[config.mk]
export PLATFORM = sky130hd
export DESIGN_NAME = ysyx_23060221_axi_arbiter
export DESIGN_NICKNAME = d
export VERILOG_FILES = /design/src/rtl/ysyx_23060221_axi_arbiter.sv
export SDC_FILE = /design/constraint.sdc
export NUM_CORES = 1
export LEC_CHECK = 0
export ABC_AREA = 1
export CAP_MARGIN = 20
export CELL_PAD_IN_SITES_DETAIL_PLACEMENT = 0
export CELL_PAD_IN_SITES_GLOBAL_PLACEMENT = 2
export CORE_AREA = 3 3 183 185
export CTS_CLUSTER_SIZE = 12
export DETAILED_ROUTE_END_ITERATION = 8
export DIE_AREA = 0 0 186 188
export GPL_TIMING_DRIVEN = 0
export PLACE_DENSITY = 0.95
export SKIP_CTS_REPAIR_TIMING = 1
export SYNTH_ARGS = -nofsm -noshare
export SYNTH_HDL_FRONTEND = slang
export SYNTH_SLANG_ARGS = --single-unit
[constraint.sdc]
create_clock -name clk -period 1.36 [get_ports clk]
set_clock_uncertainty 0.15 [all_clocks]
set_input_delay 0.136 -clock clk [delete_from_list [all_inputs] [get_ports clk]]
set_output_delay 0.136 -clock clk [all_outputs]
set_load 0.02 [all_outputs]
[src/rtl/ysyx_23060221_axi_arbiter.sv]
// Two-to-one AXI4 master arbiter: IFU (read-only) and LSU (read/write)
// share one external master port. One whole transaction is granted at a
// time with round-robin priority; response channels route back to the
// granted requester. IDs and responses pass through unchanged.
module ysyx_23060221_axi_arbiter (
    input  logic        clk,
    input  logic        rst,
    // IFU read channels
    input  logic        ifu_arvalid,
    output logic        ifu_arready,
    input  logic [31:0] ifu_araddr,
    input  logic [3:0]  ifu_arid,
    input  logic [7:0]  ifu_arlen,
    input  logic [2:0]  ifu_arsize,
    input  logic [1:0]  ifu_arburst,
    output logic        ifu_rvalid,
    input  logic        ifu_rready,
    output logic [31:0] ifu_rdata,
    output logic [1:0]  ifu_rresp,
    output logic        ifu_rlast,
    output logic [3:0]  ifu_rid,
    // LSU read channels
    input  logic        lsu_arvalid,
    output logic        lsu_arready,
    input  logic [31:0] lsu_araddr,
    input  logic [3:0]  lsu_arid,
    input  logic [7:0]  lsu_arlen,
    input  logic [2:0]  lsu_arsize,
    input  logic [1:0]  lsu_arburst,
    output logic        lsu_rvalid,
    input  logic        lsu_rready,
    output logic [31:0] lsu_rdata,
    output logic [1:0]  lsu_rresp,
    output logic        lsu_rlast,
    output logic [3:0]  lsu_rid,
    // LSU write channels
    input  logic        lsu_awvalid,
    output logic        lsu_awready,
    input  logic [31:0] lsu_awaddr,
    input  logic [3:0]  lsu_awid,
    input  logic [7:0]  lsu_awlen,
    input  logic [2:0]  lsu_awsize,
    input  logic [1:0]  lsu_awburst,
    input  logic        lsu_wvalid,
    output logic        lsu_wready,
    input  logic [31:0] lsu_wdata,
    input  logic [3:0]  lsu_wstrb,
    input  logic        lsu_wlast,
    output logic        lsu_bvalid,
    input  logic        lsu_bready,
    output logic [1:0]  lsu_bresp,
    output logic [3:0]  lsu_bid,
    // External master port
    output logic        m_arvalid,
    input  logic        m_arready,
    output logic [31:0] m_araddr,
    output logic [3:0]  m_arid,
    output logic [7:0]  m_arlen,
    output logic [2:0]  m_arsize,
    output logic [1:0]  m_arburst,
    input  logic        m_rvalid,
    output logic        m_rready,
    input  logic [31:0] m_rdata,
    input  logic [1:0]  m_rresp,
    input  logic        m_rlast,
    input  logic [3:0]  m_rid,
    output logic        m_awvalid,
    input  logic        m_awready,
    output logic [31:0] m_awaddr,
    output logic [3:0]  m_awid,
    output logic [7:0]  m_awlen,
    output logic [2:0]  m_awsize,
    output logic [1:0]  m_awburst,
    output logic        m_wvalid,
    input  logic        m_wready,
    output logic [31:0] m_wdata,
    output logic [3:0]  m_wstrb,
    output logic        m_wlast,
    input  logic        m_bvalid,
    output logic        m_bready,
    input  logic [1:0]  m_bresp,
    input  logic [3:0]  m_bid
);

    localparam logic [1:0] S_IDLE  = 2'd0;
    localparam logic [1:0] S_IFU_R = 2'd1;
    localparam logic [1:0] S_LSU_R = 2'd2;
    localparam logic [1:0] S_LSU_W = 2'd3;

    localparam logic GRANT_IFU = 1'b0;
    localparam logic GRANT_LSU = 1'b1;

    logic [1:0] r_state;
    logic [1:0] w_state_next;
    logic       r_last_grant;
    logic       w_last_grant_next;

    logic w_in_ifu_r;
    logic w_in_lsu_r;
    logic w_in_lsu_w;
    logic w_ifu_want;
    logic w_lsu_want;
    logic w_rd_done;
    logic w_wr_done;

    assign w_in_ifu_r = (r_state == S_IFU_R);
    assign w_in_lsu_r = (r_state == S_LSU_R);
    assign w_in_lsu_w = (r_state == S_LSU_W);
    assign w_ifu_want = ifu_arvalid;
    assign w_lsu_want = lsu_awvalid | lsu_arvalid;
    assign w_rd_done  = m_rvalid & m_rready & m_rlast;
    assign w_wr_done  = m_bvalid & m_bready;

    // Next-state and round-robin winner selection; only IDLE arbitrates.
    always_comb begin
        w_state_next      = r_state;
        w_last_grant_next = r_last_grant;
        case (r_state)
            S_IDLE: begin
                if (w_lsu_want && (!w_ifu_want || r_last_grant == GRANT_IFU)) begin
                    // A pending LSU write takes precedence over its read.
                    w_state_next      = lsu_awvalid ? S_LSU_W : S_LSU_R;
                    w_last_grant_next = GRANT_LSU;
                end else if (w_ifu_want) begin
                    w_state_next      = S_IFU_R;
                    w_last_grant_next = GRANT_IFU;
                end
            end
            S_IFU_R, S_LSU_R: begin
                if (w_rd_done) begin
                    w_state_next = S_IDLE;
                end
            end
            S_LSU_W: begin
                if (w_wr_done) begin
                    w_state_next = S_IDLE;
                end
            end
            default: w_state_next = S_IDLE;
        endcase
    end

    // State and grant history registers with synchronous reset.
    always_ff @(posedge clk) begin
        if (rst) begin
            r_state      <= S_IDLE;
            r_last_grant <= GRANT_IFU;
        end else begin
            r_state      <= w_state_next;
            r_last_grant <= w_last_grant_next;
        end
    end

    // Read address channel: payload muxed by grant, valid/ready gated.
    assign m_arvalid   = (w_in_ifu_r & ifu_arvalid) | (w_in_lsu_r & lsu_arvalid);
    assign m_araddr    = w_in_lsu_r ? lsu_araddr  : ifu_araddr;
    assign m_arid      = w_in_lsu_r ? lsu_arid    : ifu_arid;
    assign m_arlen     = w_in_lsu_r ? lsu_arlen   : ifu_arlen;
    assign m_arsize    = w_in_lsu_r ? lsu_arsize  : ifu_arsize;
    assign m_arburst   = w_in_lsu_r ? lsu_arburst : ifu_arburst;
    assign ifu_arready = w_in_ifu_r & m_arready;
    assign lsu_arready = w_in_lsu_r & m_arready;

    // Read data channel: payload broadcast, only the granted side sees valid.
    assign m_rready   = (w_in_ifu_r & ifu_rready) | (w_in_lsu_r & lsu_rready);
    assign ifu_rvalid = w_in_ifu_r & m_rvalid;
    assign lsu_rvalid = w_in_lsu_r & m_rvalid;
    assign ifu_rdata  = m_rdata;
    assign ifu_rresp  = m_rresp;
    assign ifu_rlast  = m_rlast;
    assign ifu_rid    = m_rid;
    assign lsu_rdata  = m_rdata;
    assign lsu_rresp  = m_rresp;
    assign lsu_rlast  = m_rlast;
    assign lsu_rid    = m_rid;

    // Write channels belong to the LSU alone; only the handshakes are gated.
    assign m_awvalid   = w_in_lsu_w & lsu_awvalid;
    assign m_awaddr    = lsu_awaddr;
    assign m_awid      = lsu_awid;
    assign m_awlen     = lsu_awlen;
    assign m_awsize    = lsu_awsize;
    assign m_awburst   = lsu_awburst;
    assign lsu_awready = w_in_lsu_w & m_awready;
    assign m_wvalid    = w_in_lsu_w & lsu_wvalid;
    assign m_wdata     = lsu_wdata;
    assign m_wstrb     = lsu_wstrb;
    assign m_wlast     = lsu_wlast;
    assign lsu_wready  = w_in_lsu_w & m_wready;
    assign m_bready    = w_in_lsu_w & lsu_bready;
    assign lsu_bvalid  = w_in_lsu_w & m_bvalid;
    assign lsu_bresp   = m_bresp;
    assign lsu_bid     = m_bid;

endmodule

==> results of run 1 <==
[cell usage in the layout (no fill, tap or decap), types with 4 or more instances in the layout]
| cell | Yosys | final |
|---|---|---|
| inv_1 | 17 | 13 |
| dlymetal6s2s_1 | 0 | 4 |
| clkbuf_2 | 0 | 19 |
| buf_4 | 173 | 189 |
| buf_2 | 8 | 5 |
| clkbuf_16 | 0 | 6 |
| nand2_4 | 0 | 16 |
| nand2_1 | 174 | 94 |
| clkdlybuf4s50_1 | 0 | 280 |
| nand2_2 | 3 | 66 |
| buf_12 | 0 | 6 |
| nor2_1 | 7 | 7 |
| buf_6 | 0 | 28 |
[metal layers]
layer	share of wire	vias up	track usage	routed length [um]
met5	0	-	0	0
met4	0.0032	0	0.007734	47
met3	0.095	4	0.01474	1383
met2	0.53	224	0.1299	7658
met1	0.37	1526	0.07582	5425
li1	-	1717	-	-
[critical path, stage by stage (launching register included)]
cell	delay, ps
dfxtp_4	350
inv_4	60
ha_4	130
buf_12	130
clkinv_8	60
buf_12	140
clkbuf_16	180
nand2_4	70
nand2_4	60
buf_6	130
[cells by family after synthesis]
group / synth area share
buffers and inverters: 0.6293
AND/OR/NAND/NOR: 0.3147
adder cells (fa/ha/maj): 0.02240
AO/OA/AOI/OAI: 0.006717
flip-flops: 0.02688
[power breakdown]
part	internal, mW	switching [mW]	leakage, nW
combinational	3.41	3.76	3.20
sequential	0.152	0.0611	0.0261
clock	0.387	0.0819	0.0382
[layout make-up]
type	instances	area, sq um	area share
repair buffers	358	3526	0.5197
plain buffers	181	1429	0.2106
multi-input cells	192	1090	0.1606
well taps	408	510.5	0.07525
inverters	18	82.58	0.01217
clock buffers	4	78.83	0.01162
flip-flops and latches	3	67.56	0.009959
[worst paths after layout]
check / endpoint / slack [ps] / depth (start not counted)
setup / recovery: m_arlen[1] / -480 / 9
hold / removal: r_last_grant$_SDFFE_PP0P_ / 320 / 2
setup reg to reg: r_state[0]$_SDFFE_PP0P_ / -320 / 13
hold reg to reg: r_last_grant$_SDFFE_PP0P_ / 340 / 2
[flip-flops by register name, summed over array words and instances, names as in the netlist]
register and count:
r_last_grant 1, r_state 2
[stage by stage]
step / total power, mW / hold WS (ps)
floorplan: 3.426 / 58.38
global placement: 6.358 / 331.3
detailed placement: 6.361 / 340.8
CTS: 6.880 / 315.6
global route: 8.426 / 330.4
finish: 7.853 / 324.3
==> impl_metrics.yaml, run 1 <==
grt:
  grt_max_degree: 11
  grt_usage: 0.06695
  grt_pass1_wl_mm: 18.18
  grt_overflow: 0
  grt_pass1_vias: 3235
  antenna_found_initial: 0
sta:
  rsz0062_at_grt: "true"
  slew_viol_final: 0
  slew_headroom: 0.8282
  worstMarginPinSlew_ps: 256.9
  tns_ps: -23340
  clock.fmax_mhz: 543.3
  fin_crit_sh: 1.353
  setup_viol: 60
  hold_viol: 0
  setup_ws_ps: -480.7
  fin_crit_ps: 1841
clock_tree:
  root_buffer: "clkbuf_16"
  cts.htree.levels: 1
  cts_tree: "yes"
  clock_tree.buffer_depth: 2
  clk_latency_ps: 220
  path_clk_slew_ps: 30
  cts_buffers: 3
  cts_num_sinks: 3
logic_synthesis:
  ys_ff_latch: 3
  synth.cell_area_sq_mm: 0.002235
  yosysMostFrequentCell: "nand2_1"
  synth_top_area_cell: "buf_4"
  yosys_warnings: 0
  synthCells: 394
  synth-edff-count: 0
  syn_area_per_cell_sq_um: 5.672
  synth_common_cells: "nand2_1, buf_4, inv_1, buf_2, nor2_1"
  seq_area_frac_synth: 0.02688
  synthTopCellsByArea: "buf_4, nand2_1, inv_1"
  synth_top_area_share: 0.5812
  ys_types: 12
  synth_fp_nets: 641
  async_reset_ff_frac: 0
  synthFlopType: "dfxtp_1"
placement:
  placed_area_sq_mm: 0.006304
  place_inst: 1145
  gp_congestion: 0.6919
  place_hpwl_mm: 12.42
  dp_worst_setup_slack_ps: -965.7
  numPortBuffers: 343
power:
  peakVddDrop_uv: 597.4
  p_per_area_mw_per_mm2: 1158
  p_leak_nw: 3.267
final_layout:
  area_delta_synth_final_pct: 203.6
  diodes: 0
  utilization: 0.2106
  nets: 1004
  final_cells: 1164
  fillCellCount: 3600
  drive_above_1_share: 0.4643
  post-route-cell-area_sq_mm: 0.006784
floorplanning:
  initial_utilization: 0.06939
  core_area_sq_mm: 0.03221
  rows: 66
  die_x_um: 186
  die_area_sq_mm: 0.03497
  io_pins: 474
  die_y_um: 188
routing:
  viasPerCell: 2.982
  drc: 0
  routed_wl_mm: 14.51
  wl_per_cell_um: 12.47
  first_pass_iters: 4
  vias: 3471
  postRouteAntennaNets: 0
  drt_iter0_drc: 69
setup_path:
  worstPathArrival_ps: 1550
  rr_startpoint: "r_state[0]$_SDFFE_PP0P_"
  critPathMaxFanout: 6
  startpoint: "r_state[0]$_SDFFE_PP0P_"
  cp.required_ps: 1070
  crit_type: "reg2out"
  cp-start-kind: "register"
  endpoint_kind: "output pin"
run:
  maxCapViolations: 0
run_status:
  failed_checks: "negative setup slack"
  status: "complete, but fails checks"
worst_hold_path:
  min_from: "rst"
  hold_class: "in2reg"
(Power assumes the default switching activity.)
==> inputs of run 2 (changes only) <==
--- a/config.mk
+++ b/config.mk
@@ -5,16 +5,15 @@
 export SDC_FILE = /design/constraint.sdc
 export NUM_CORES = 1
 export LEC_CHECK = 0
-export ABC_AREA = 1
 export CAP_MARGIN = 20
 export CELL_PAD_IN_SITES_DETAIL_PLACEMENT = 0
 export CELL_PAD_IN_SITES_GLOBAL_PLACEMENT = 2
-export CORE_AREA = 3 3 183 185
+export CORE_AREA = 3 3 186 188
 export CTS_CLUSTER_SIZE = 12
 export DETAILED_ROUTE_END_ITERATION = 8
-export DIE_AREA = 0 0 186 188
+export DIE_AREA = 0 0 189 191
 export GPL_TIMING_DRIVEN = 0
-export PLACE_DENSITY = 0.95
+export PLACE_DENSITY = 0.89
 export SKIP_CTS_REPAIR_TIMING = 1
 export SYNTH_ARGS = -nofsm -noshare
 export SYNTH_HDL_FRONTEND = slang
==> run 2 against run 1 <==
  * Global-route usage shrank 0.28 points
  * The run still ends with negative setup slack left
  * Routed wire length shrank 7.2%
  * Non-clock buffer count shrank 16
  * Fmax shrank 3.2%
  * Sequential power shrank 22%
  * Largest power group unchanged
  * Clock power shrank 3%
  * Setup slack lost 60 ps
  * Critical endpoint is now m_arsize[2]
  * Die area grew 3.2%
==> impl_metrics.yaml, run 2 <==
run_status:
  status: "complete, but fails checks"
  failed_checks: "negative setup slack"
placement:
  numPortBuffers: 343
  gp_congestion: 0.7183
  dp_worst_setup_slack_ps: -942.1
  place_hpwl_mm: 12.56
logic_synthesis:
  synth_common_cells: "buf_4, mux2_2, and2_1, buf_2, ha_1"
  synth_xor_area_frac: 0
  synth_top_family_by_area: "buffers and inverters"
  ys_ff_latch: 3
  synth-compound-area-share: 0.02418
  async_reset_ff_frac: 0
  synthAdderAreaFrac: 0.02303
  seq_area_frac_synth: 0.02763
  synthTopCellsByArea: "buf_4, mux2_2, and2_1"
  synthCells: 261
  synth_fp_nets: 508
  yosysMostFrequentCell: "buf_4"
  synth_top_area_share: 0.5907
  synth-edff-count: 0
  synth.cell_area_sq_mm: 0.002173
  synthMuxAreaShare: 0.2631
  synth_top_area_cell: "buf_4"
  ys_types: 19
  syn_area_per_cell_sq_um: 8.327
  synthFlopType: "dfxtp_1"
  yosys_warnings: 0
  yosys.area_share.simple: 0.05642
clock_tree:
  clk_latency_ps: 220
  root_buffer: "clkbuf_16"
  cts_num_sinks: 3
  cts.htree.levels: 1
  clock_tree.buffer_depth: 2
  cts_tree: "yes"
  cts_buffers: 3
  path_clk_slew_ps: 30
sta:
  worstMarginPinSlew_ps: 333.9
  slew_headroom: 0.7767
  fin_crit_ps: 1901
  setup_ws_ps: -540.6
  hold_viol: 0
  clock.fmax_mhz: 526.1
  setup_viol: 63
  fin_crit_sh: 1.398
  rsz0062_at_grt: "true"
  slew_viol_final: 0
worst_hold_path:
  min_from: "r_last_grant$_SDFFE_PP0P_"
  hold_class: "reg2reg"
routing:
  wl_per_cell_um: 12.70
  drt_iter0_drc: 24
  postRouteAntennaNets: 0
  routed_wl_mm: 13.46
  vias: 2882
  first_pass_iters: 4
  viasPerCell: 2.719
  drc: 0
setup_path:
  critPathMaxFanout: 10
  startpoint: "r_state[0]$_SDFFE_PP0P_"
  slowest_stage: "mux2_2"
  timing.rr.end: "r_state[1]$_SDFFE_PP0P_"
  ff2ff_path_depth: 8
  crit_top_cell: "buf_12"
  endpoint_kind: "output pin"
  rr_startpoint: "r_state[0]$_SDFFE_PP0P_"
  critPathMaxStageDelay_ps: 370
  crit_type: "reg2out"
  crit_buf_inv: 4
  cp.depth: 6
  r2r_setup_slack_ps: -410
  worstPathArrival_ps: 1610
  cp-endpoint: "m_arsize[2]"
  cp.required_ps: 1070
  cpLargestDelayFamily: "buffers and inverters"
  cp-start-kind: "register"
  path_cells: "inv_4 > ha_4 > buf_12 > buf_12 > mux2_2 > clkbuf_2"
final_layout:
  final_cell_mix: "clkdlybuf4s50_1, buf_4, mux2_2"
  nets: 860
  drive_above_1_share: 0.4984
  reg_top3: "r_state x2, r_last_grant x1"
  utilization: 0.1878
  diodes: 0
  area_delta_synth_final_pct: 187.5
  top_register: "r_state"
  largest_reg_flops: 2
  mostFrequentLayoutCell: "clkdlybuf4s50_1"
power:
  swShare: 0.4055
  comb_power_share: 0.859
  switchingPower_mw: 1.787
  peakVddDrop_uv: 313.9
  p_per_area_mw_per_mm2: 705.1
  pwr-share-clk: 0.104
  seq_power_share: 0.038
  p_leak_nw: 2.677
  p_int_mw: 2.619
  finalPower_mw: 4.406
floorplanning:
  die_y_um: 191
  io_pins: 474
  die_x_um: 189
  die_area_sq_mm: 0.03610
  initial_utilization: 0.06530
  rows: 67
  core_area_sq_mm: 0.03328
grt:
  grt_usage: 0.06410
  antenna_found_initial: 0
  grt_pass1_vias: 3052
  grt_max_degree: 11
  grt_overflow: 0
  grt_pass1_wl_mm: 17.68
run:
  maxCapViolations: 0
-- run 2: cell types whose count changed after synthesis, sizes merged, moves of 5 or more --
cell,previous run,this run
buf,181,176
mux2,0,49
inv,18,2
nand2,177,2
nor2,7,1
and2,0,10
-- run 2: cell families (layout without fill, tap and decap cells) --
family / count (synthesis) / after routing
buffers and inverters: 178 / 529
muxes: 51 / 51
and+or+nand+nor: 20 / 20
AOI/OAI and AO/OA: 5 / 5
adders and majority gates: 4 / 4
DFF: 3 / 3
-- run 2: routing by layer --
metal	GRT usage	up-vias	wire, um
met5	0	-	0
met4	0.008594	0	65
met3	0.01816	2	1360
met2	0.1246	224	7194
met1	0.07036	1278	4843
li1	-	1378	-
-- run 2: how the worst min path moves through the flow --
stage | cells after the start | endpoint | slack [ps]
2_1_floorplan | 1 | r_last_grant$_SDFFE_PP0P_ | 60
3_3_place_gp | 1 | r_last_grant$_SDFFE_PP0P_ | 310
6_report | 1 | r_last_grant$_SDFFE_PP0P_ | 330
5_1_grt | 1 | r_last_grant$_SDFFE_PP0P_ | 350
3_5_place_dp | 1 | r_last_grant$_SDFFE_PP0P_ | 320
4_1_cts | 1 | r_last_grant$_SDFFE_PP0P_ | 330
-- run 2: area by class of cell --
cell class / instances / area (sq um)
Buffer: 176 / 1396
Clock buffer: 4 / 78.83
Fill cell: 3706 / 27030
Inverter: 2 / 10.01
Multi-Input combinational cell: 80 / 865.8
Sequential cell: 3 / 67.56
Tap cell: 448 / 560.5
Timing Repair Buffer: 347 / 3269
-- run 2: worst register-to-register path: stages, from the launching register on --
cell and delay (ps):
dfxtp_4 340, inv_4 60, ha_4 120, buf_12 150, buf_6 120, a22o_4 110
nand3_2 60, a221o_1 400, mux2i_1 130
-- run 2: power by group through the flow --
stage	registers, mW	logic [mW]	clock network, mW
2_1_floorplan	0.155	1.98	0
3_3_place_gp	0.160	3.72	0
3_5_place_dp	0.162	3.73	0
4_1_cts	0.160	3.75	0.463
5_1_grt	0.167	4.00	0.473
6_report	0.166	3.78	0.457
-- run 2: per-stage QoR --
step	setup TNS (ps)	area (sq um)	hold WS, ps	std cells
2_1_floorplan	-6800	2212	64.02	261
3_3_place_gp	-48070	6206	311.2	1052
3_5_place_dp	-48740	6206	321.1	1052
4_1_cts	-62840	6285	327.8	1056
5_1_grt	-29620	6248	345.0	1060
6_report	-26840	6248	330.0	1060
